[config.mk]
export PLATFORM = sky130hd
export DESIGN_NAME = ysyx_24080014_mdu
export DESIGN_NICKNAME = d
export VERILOG_FILES = /design/src/rtl/ysyx_24080014_mdu_pkg.sv /design/src/rtl/ysyx_24080014_mdu_divstep.sv /design/src/rtl/ysyx_24080014_mdu.sv
export SDC_FILE = /design/constraint.sdc
export NUM_CORES = 1
export LEC_CHECK = 0
export CAP_MARGIN = 20
export CORE_ASPECT_RATIO = 0.75
export CORE_UTILIZATION = 55
export CTS_BUF_LIST = sky130_fd_sc_hd__clkbuf_8
export CTS_CLUSTER_SIZE = 40
export DETAILED_ROUTE_END_ITERATION = 6
export PLACE_DENSITY = 0.74
export SLEW_MARGIN = 30
export SYNTH_ARGS = -nofsm -noshare
export SYNTH_HDL_FRONTEND = slang
export SYNTH_SLANG_ARGS = --single-unit
[constraint.sdc]
create_clock -name clk -period 5.7 [get_ports clk]
set_clock_uncertainty 0.1 [all_clocks]
set_input_delay 0.855 -clock clk [delete_from_list [all_inputs] [get_ports clk]]
set_output_delay 0.855 -clock clk [all_outputs]
set_load 0.005 [all_outputs]
[src/rtl/ysyx_24080014_mdu_pkg.sv]
// Shared constants for the RV32M multiply/divide unit: funct3 op codes,
// FSM state encodings and operand-signedness helpers.
package ysyx_24080014_mdu_pkg;

    // funct3 encodings of the M-extension ops
    localparam logic [2:0] MDU_MUL    = 3'b000;
    localparam logic [2:0] MDU_MULH   = 3'b001;
    localparam logic [2:0] MDU_MULHSU = 3'b010;
    localparam logic [2:0] MDU_MULHU  = 3'b011;
    localparam logic [2:0] MDU_DIV    = 3'b100;
    localparam logic [2:0] MDU_DIVU   = 3'b101;
    localparam logic [2:0] MDU_REM    = 3'b110;
    localparam logic [2:0] MDU_REMU   = 3'b111;

    // FSM state encodings
    localparam logic [1:0] ST_IDLE = 2'b00;
    localparam logic [1:0] ST_BUSY = 2'b01;
    localparam logic [1:0] ST_DONE = 2'b10;

    // funct3[2] separates divide/remainder from multiply
    function automatic logic op_is_div(input logic [2:0] op);
        return op[2];
    endfunction

    // funct3[1] within the divide group selects the remainder
    function automatic logic op_is_rem(input logic [2:0] op);
        return op[2] & op[1];
    endfunction

    // src1 is treated as signed for every op except the fully unsigned ones
    function automatic logic src1_signed(input logic [2:0] op);
        return !(op == MDU_MULHU || op == MDU_DIVU || op == MDU_REMU);
    endfunction

    // src2 is additionally unsigned for MULHSU
    function automatic logic src2_signed(input logic [2:0] op);
        return !(op == MDU_MULHU || op == MDU_MULHSU || op == MDU_DIVU || op == MDU_REMU);
    endfunction

endpackage

[src/rtl/ysyx_24080014_mdu_divstep.sv]
// One restoring-division step: shift the next dividend bit into the partial
// remainder, subtract the divisor if it fits, and emit the quotient bit.
module ysyx_24080014_mdu_divstep #(
    parameter int XLEN = 32
) (
    input  logic [XLEN-1:0] rem_i,
    input  logic            dividend_bit_i,
    input  logic [XLEN-1:0] divisor_i,
    output logic [XLEN-1:0] rem_o,
    output logic            quo_bit_o
);

    logic [XLEN:0] partial;
    logic [XLEN:0] diff;

    // Trial subtraction; the top bit of the difference is the borrow
    always_comb begin
        partial   = {rem_i, dividend_bit_i};
        diff      = partial - {1'b0, divisor_i};
        quo_bit_o = ~diff[XLEN];
        // rem_i < divisor, so partial < 2*divisor and either branch fits XLEN bits
        rem_o     = quo_bit_o ? diff[XLEN-1:0] : partial[XLEN-1:0];
    end

endmodule

[src/rtl/ysyx_24080014_mdu.sv]
// Iterative radix-2 RV32M multiply/divide unit. Both operations run on
// operand magnitudes in a shared 2*XLEN accumulator; the sign is applied in
// the final cycle. Divide-by-zero and signed overflow complete immediately.
module ysyx_24080014_mdu
    import ysyx_24080014_mdu_pkg::*;
#(
    parameter int XLEN = 32
) (
    input  logic            clk,
    input  logic            rst,
    input  logic            in_valid,
    output logic            in_ready,
    input  logic [2:0]      op,
    input  logic [XLEN-1:0] src1,
    input  logic [XLEN-1:0] src2,
    input  logic            flush,
    output logic            out_valid,
    input  logic            out_ready,
    output logic [XLEN-1:0] result,
    output logic            busy
);

    localparam int CNT_W = $clog2(XLEN) + 1;
    localparam logic [CNT_W-1:0] LAST_CNT = CNT_W'(XLEN);

    logic [1:0]        state_q, state_d;
    logic [CNT_W-1:0]  cnt_q, cnt_d;
    logic [2*XLEN-1:0] acc_q, acc_d;      // {product hi, lo} or {remainder, quotient}
    logic [XLEN-1:0]   opnd_q, opnd_d;    // multiplicand or divisor magnitude
    logic [2:0]        op_q, op_d;
    logic              neg_q, neg_d;      // result must be negated at fix-up
    logic [XLEN-1:0]   result_q, result_d;

    // Accept-side decode of the incoming request
    logic            s1_neg, s2_neg;
    logic [XLEN-1:0] s1_mag, s2_mag;
    logic            div_by_zero, div_ovf, fast;
    logic [XLEN-1:0] fast_result;
    logic            req_neg;

    // Sign/magnitude split and fast-path detection
    always_comb begin
        s1_neg      = src1_signed(op) & src1[XLEN-1];
        s2_neg      = src2_signed(op) & src2[XLEN-1];
        // Negating the most negative value yields 2^(XLEN-1), correct as unsigned
        s1_mag      = s1_neg ? (~src1 + 1'b1) : src1;
        s2_mag      = s2_neg ? (~src2 + 1'b1) : src2;
        div_by_zero = op_is_div(op) && (src2 == '0);
        div_ovf     = (op == MDU_DIV || op == MDU_REM)
                      && (src1 == {1'b1, {(XLEN-1){1'b0}}})
                      && (src2 == '1);
        fast        = div_by_zero | div_ovf;
        if (div_by_zero) begin
            fast_result = op_is_rem(op) ? src1 : '1;
        end else begin
            fast_result = op_is_rem(op) ? '0 : src1;
        end
        // Remainder follows the dividend; products and quotients follow the sign XOR
        req_neg = op_is_rem(op) ? s1_neg : (s1_neg ^ s2_neg);
    end

    // Iteration datapath
    logic [XLEN:0]     mul_sum;
    logic [2*XLEN-1:0] mul_next;
    logic [XLEN-1:0]   div_rem;
    logic              div_qbit;
    logic [2*XLEN-1:0] div_next;

    ysyx_24080014_mdu_divstep #(
        .XLEN(XLEN)
    ) u_divstep (
        .rem_i          (acc_q[2*XLEN-1:XLEN]),
        .dividend_bit_i (acc_q[XLEN-1]),
        .divisor_i      (opnd_q),
        .rem_o          (div_rem),
        .quo_bit_o      (div_qbit)
    );

    // Add-shift multiply step and shift-in of the quotient bit
    always_comb begin
        mul_sum  = {1'b0, acc_q[2*XLEN-1:XLEN]} + {1'b0, (acc_q[0] ? opnd_q : {XLEN{1'b0}})};
        mul_next = {mul_sum, acc_q[XLEN-1:1]};
        div_next = {div_rem, acc_q[XLEN-2:0], div_qbit};
    end

    // Final sign fix-up and result selection
    logic [2*XLEN-1:0] prod_fix;
    logic [XLEN-1:0]   quo_fix, rem_fix, final_result;

    always_comb begin
        prod_fix = neg_q ? (~acc_q + 1'b1) : acc_q;
        quo_fix  = neg_q ? (~acc_q[XLEN-1:0] + 1'b1) : acc_q[XLEN-1:0];
        rem_fix  = neg_q ? (~acc_q[2*XLEN-1:XLEN] + 1'b1) : acc_q[2*XLEN-1:XLEN];
        case (op_q)
            MDU_MUL:                      final_result = prod_fix[XLEN-1:0];
            MDU_MULH, MDU_MULHSU, MDU_MULHU: final_result = prod_fix[2*XLEN-1:XLEN];
            MDU_DIV, MDU_DIVU:            final_result = quo_fix;
            default:                      final_result = rem_fix;
        endcase
    end

    // Next-state logic: flush overrides both accept and completion
    always_comb begin
        state_d  = state_q;
        cnt_d    = cnt_q;
        acc_d    = acc_q;
        opnd_d   = opnd_q;
        op_d     = op_q;
        neg_d    = neg_q;
        result_d = result_q;
        if (flush) begin
            state_d = ST_IDLE;
            cnt_d   = '0;
        end else begin
            case (state_q)
                ST_IDLE: begin
                    if (in_valid) begin
                        op_d  = op;
                        neg_d = req_neg;
                        if (fast) begin
                            result_d = fast_result;
                            state_d  = ST_DONE;
                        end else begin
                            state_d = ST_BUSY;
                            cnt_d   = '0;
                            opnd_d  = op_is_div(op) ? s2_mag : s1_mag;
                            acc_d   = {{XLEN{1'b0}}, (op_is_div(op) ? s1_mag : s2_mag)};
                        end
                    end
                end
                ST_BUSY: begin
                    if (cnt_q == LAST_CNT) begin
                        result_d = final_result;
                        state_d  = ST_DONE;
                        cnt_d    = '0;
                    end else begin
                        acc_d = op_is_div(op_q) ? div_next : mul_next;
                        cnt_d = cnt_q + CNT_W'(1);
                    end
                end
                ST_DONE: begin
                    if (out_ready) begin
                        state_d = ST_IDLE;
                    end
                end
                default: state_d = ST_IDLE;
            endcase
        end
    end

    // State registers with asynchronous reset
    always_ff @(posedge clk or posedge rst) begin
        if (rst) begin
            state_q  <= ST_IDLE;
            cnt_q    <= '0;
            acc_q    <= '0;
            opnd_q   <= '0;
            op_q     <= '0;
            neg_q    <= 1'b0;
            result_q <= '0;
        end else begin
            state_q  <= state_d;
            cnt_q    <= cnt_d;
            acc_q    <= acc_d;
            opnd_q   <= opnd_d;
            op_q     <= op_d;
            neg_q    <= neg_d;
            result_q <= result_d;
        end
    end

    assign in_ready  = (state_q == ST_IDLE);
    assign out_valid = (state_q == ST_DONE);
    assign busy      = (state_q != ST_IDLE);
    assign result    = result_q;

endmodule

==> flow_metrics.tcl <==
set metrics [dict create \
    cts_made_buffers 17 \
    cts_setup_buffers 0 \
    reg2reg_setup_slack_ns 0.90 \
    detailed_place_hpwl_um 44200 \
    ys.warnings.count 0 \
    grt_overflow_total 0 \
    worst-setup-path-type "reg -> reg" \
    worst_slew_margin_rel 0.336 \
    run_status "finished, final reports clean" \
    cts.root.buffer_cell "clkbuf_8" \
    globalplace.congestion 1.03 \
    n_antenna_cell 0 \
    synth-seq-cells 140 \
    finalHoldViolations 0 \
    avgViaCountPerCell 6.76 \
    share_of_power_burned_in_combinational_logic 0.640 \
    start_util 0.566 \
    intPower_w 0.00332 \
    grt_max_degree 87 \
    min_setup_slack_post_route_ns 0.896 \
    setup_total_negative_slack_ns 0 \
    post_synthesis_sequential_area_ratio 0.235 \
    vdd_ir_drop_max_uv 903 \
    synthesis.area_per_instance_um2 7.37 \
    post_cts_resize_count 0 \
    postRouteWirelength_um 57200 \
    worst_ep_arrival_time_ns 5.12 \
    place.port_buffers 106 \
    fp-row-count 51 \
    synth.distinct_cells 77 \
    remaining_drc_errors 0 \
    final-max-slew-violation-count 0 \
    boundaryPins 107 \
    postRouteAntennaNets 0 \
    power.share.clock 0.120 \
    syn-num-nets 2163 \
    netSwitchingFraction 0.534 \
    die_w_um 192 \
    finalSetupViolCount 0 \
    floorplan.die_area_um2 27700 \
    cts_tree "done" \
    synthCells 2018 \
    max_cap_violations 0 \
    grt_first_pass_wirelength_um 86600 \
    floorplan.die.height_um 144 \
    syn_to_final_growth_pct 11.0 \
    timing.final.crit_share 0.843 \
    p_seq_frac 0.240 \
    first_global_vias 14200 \
    count_of_flip_flops_with_a_built_in_enable_after_synthesis 0 \
    highest_clock_rate_ghz 0.208 \
    worst_setup_hold_path_clk_slew_ns 0.10 \
    mappedNetlistArea_um2 14900 \
    coreArea_um2 26300 \
    worstSkewPairLatency_ns 0.50 \
    synthDominantAreaCellType "dfrtp_1" \
    maximum_clock_path_buffer_count 2 \
    pre_cts_ws_ns 0.730 \
    critPathRequiredTime_ns 6.02 \
    power_density_nw_per_um2 432 \
    total_switching_power_w 0.00381 \
    min_period_ns 4.80 \
    clock-sinks 140 \
    grt_antenna_before_repair 2 \
    post-synth-top-area-fraction 0.235 \
    hp-class "reg -> reg" \
    via_count 16200 \
    post_route_cells_drive_above_1_share 0.0576 \
    worst_slew_pin_slew_ns 0.994 \
    holdBufCountCts 0 \
    critical_path.endpoint_type "register" \
    grt_setup_unrepaired "no" \
    clock_tree.htree_level_count 4 \
    worstPathMaxFanout 17 \
    ys.flop_type "dfrtp_1" \
    wire_per_inst_um 23.9 \
    firstDrtPassIters 6 \
    critical_path.startpoint_type "register" \
    design.final.nets 2181 \
    yosys-top-cells-area "dfrtp_1 24%, o21ai_0 7.3%, a21oi_1 6.4%" \
    drt_iter0_drc 2095 \
    asyncSetResetFlopFracSynth 1.00 \
    groute.usage.overall 0.414 \
    total_leakage_power_nw 6.83 \
]
==> state kept, by name, summed over array words and instances (netlist names) <==
signal	count
acc_q	64
cnt_q	6
neg_q	1
op_q	3
opnd_q	32
result	32
state_q	2
==> worst max-delay path, stage by stage (launching register included) <==
cell	delay [ns]
dfrtp_1	0.48
inv_1	0.50
buf_4	0.35
nor2_1	0.07
ha_1	0.38
and3_1	0.28
nand4_1	0.15
a2111oi_0	0.62
a211oi_1	0.27
o21ai_0	0.74
mux2i_1	0.31
xor2_1	0.16
o21ai_0	0.10
o21ai_0	0.22
==> final cells by class <==
| type | count | area (um^2) |
|---|---|---|
| multi-input combinational | 1656 | 10600 |
| fill | 2432 | 9780 |
| clock buffer | 17 | 234 |
| inverter | 81 | 309 |
| clock inverter | 15 | 151 |
| timing repair buffer | 140 | 1310 |
| sequential | 140 | 3510 |
| tap | 344 | 430 |
==> final timing paths <==
path / startpoint / end / cells after the start
setup / recovery: acc_q[0] / acc_q[61] / 13
min in group asynchronous: rst / result[4] / 2
max in group asynchronous: rst / opnd_q[17] / 3
hold reg to reg: cnt_q[5] / cnt_q[5] / 1
setup reg to reg: acc_q[0] / acc_q[61] / 13
hold / removal: cnt_q[5] / cnt_q[5] / 1
==> layer usage <==
layer / vias to the layer above / track usage / routed length (um)
li1: 7413 / - / -
met1: 7709 / 0.623 / 25800
met2: 949 / 0.568 / 23100
met3: 92 / 0.111 / 6880
met4: 2 / 0.115 / 1400
met5: - / 0 / 13
==> cell families after synthesis <==
kind of cell | after synthesis | share of synthesized area
AOI/OAI and AO/OA | 695 | 0.288
xor gates and xnor gates | 169 | 0.0995
adders and majority gates | 73 | 0.0624
buffers and inverters | 222 | 0.0573
DFF | 140 | 0.235
muxes | 75 | 0.0520
and+or+nand+nor | 644 | 0.205
==> synthesized netlist by cell type, types with 8 or more instances <==
cell,number
or2_2,10
or4_1,21
ha_1,71
nor3_1,32
o31ai_1,21
inv_1,80
or3_1,24
o211ai_1,30
nand2_1,193
buf_2,9
o21a_1,18
buf_1,13
o41ai_1,11
nand4_1,25
nor2_1,200
a31oi_1,32
nand3_1,47
dfrtp_1,140
a22oi_1,16
o21ai_0,216
o21bai_1,8
nor2b_1,8
xor2_1,86
mux2_2,15
o22ai_1,9
xnor2_1,83
clkbuf_1,118
a21o_1,31
nand2b_1,14
mux2i_1,59
a21oi_1,191
nor4_1,25
and2_1,8
a211oi_1,19
o221ai_1,22
==> per-stage QoR <==
| stage | util | instance area, um^2 | std cells | power [W] | hold slack [ns] |
|---|---|---|---|---|---|
| after floorplan | - | 14900 | 2018 | 0.00483 | 0.350 |
| after global placement | 0.613 | 16100 | 2361 | 0.00599 | 0.374 |
| after detailed placement | 0.613 | 16100 | 2361 | 0.00607 | 0.384 |
| after CTS | 0.628 | 16500 | 2393 | 0.00694 | 0.394 |
| after global routing | 0.628 | 16500 | 2393 | 0.00758 | 0.428 |
| final | 0.628 | 16500 | 2393 | 0.00713 | 0.391 |
==> layout by cell type, fill, tap and decap left out, types with 6 or more instances in the layout <==
| cell type | n |
|---|---|
| inv_1 | 80 |
| a22oi_1 | 16 |
| nand2b_1 | 14 |
| nor2b_1 | 7 |
| o21a_1 | 18 |
| ha_1 | 71 |
| nand3_1 | 47 |
| xnor2_1 | 82 |
| o21ai_0 | 216 |
| o221ai_1 | 22 |
| nor2_1 | 197 |
| xor2_1 | 86 |
| or4_1 | 21 |
| o21bai_1 | 7 |
| o22ai_1 | 9 |
| o31ai_1 | 21 |
| nand4_1 | 25 |
| a21o_1 | 31 |
| a211oi_1 | 19 |
| nor3_1 | 31 |
| o41ai_1 | 11 |
| or3_1 | 24 |
| a221oi_1 | 6 |
| a41oi_1 | 6 |
| nand2_1 | 192 |
| o211ai_1 | 30 |
| and2_1 | 8 |
| inv_6 | 8 |
| or2_2 | 10 |
| o311ai_0 | 6 |
| nor4_1 | 25 |
| dfrtp_1 | 138 |
| clkdlybuf4s50_1 | 105 |
| clkbuf_8 | 17 |
| a31oi_1 | 32 |
| a21oi_1 | 191 |
| mux2i_1 | 59 |
| mux2_2 | 15 |
| buf_4 | 34 |
==> power by group through the flow <==
stage | Clock (W) | Sequential (W) | Combinational (W)
final | 0.000854 | 0.00171 | 0.00456
after global placement | 0 | 0.00168 | 0.00431
after floorplan | 0 | 0.00141 | 0.00342
after CTS | 0.000852 | 0.00168 | 0.00441
after global routing | 0.000890 | 0.00173 | 0.00496
after detailed placement | 0 | 0.00169 | 0.00438
No activity file was read; power rests on OpenSTA's default activity.
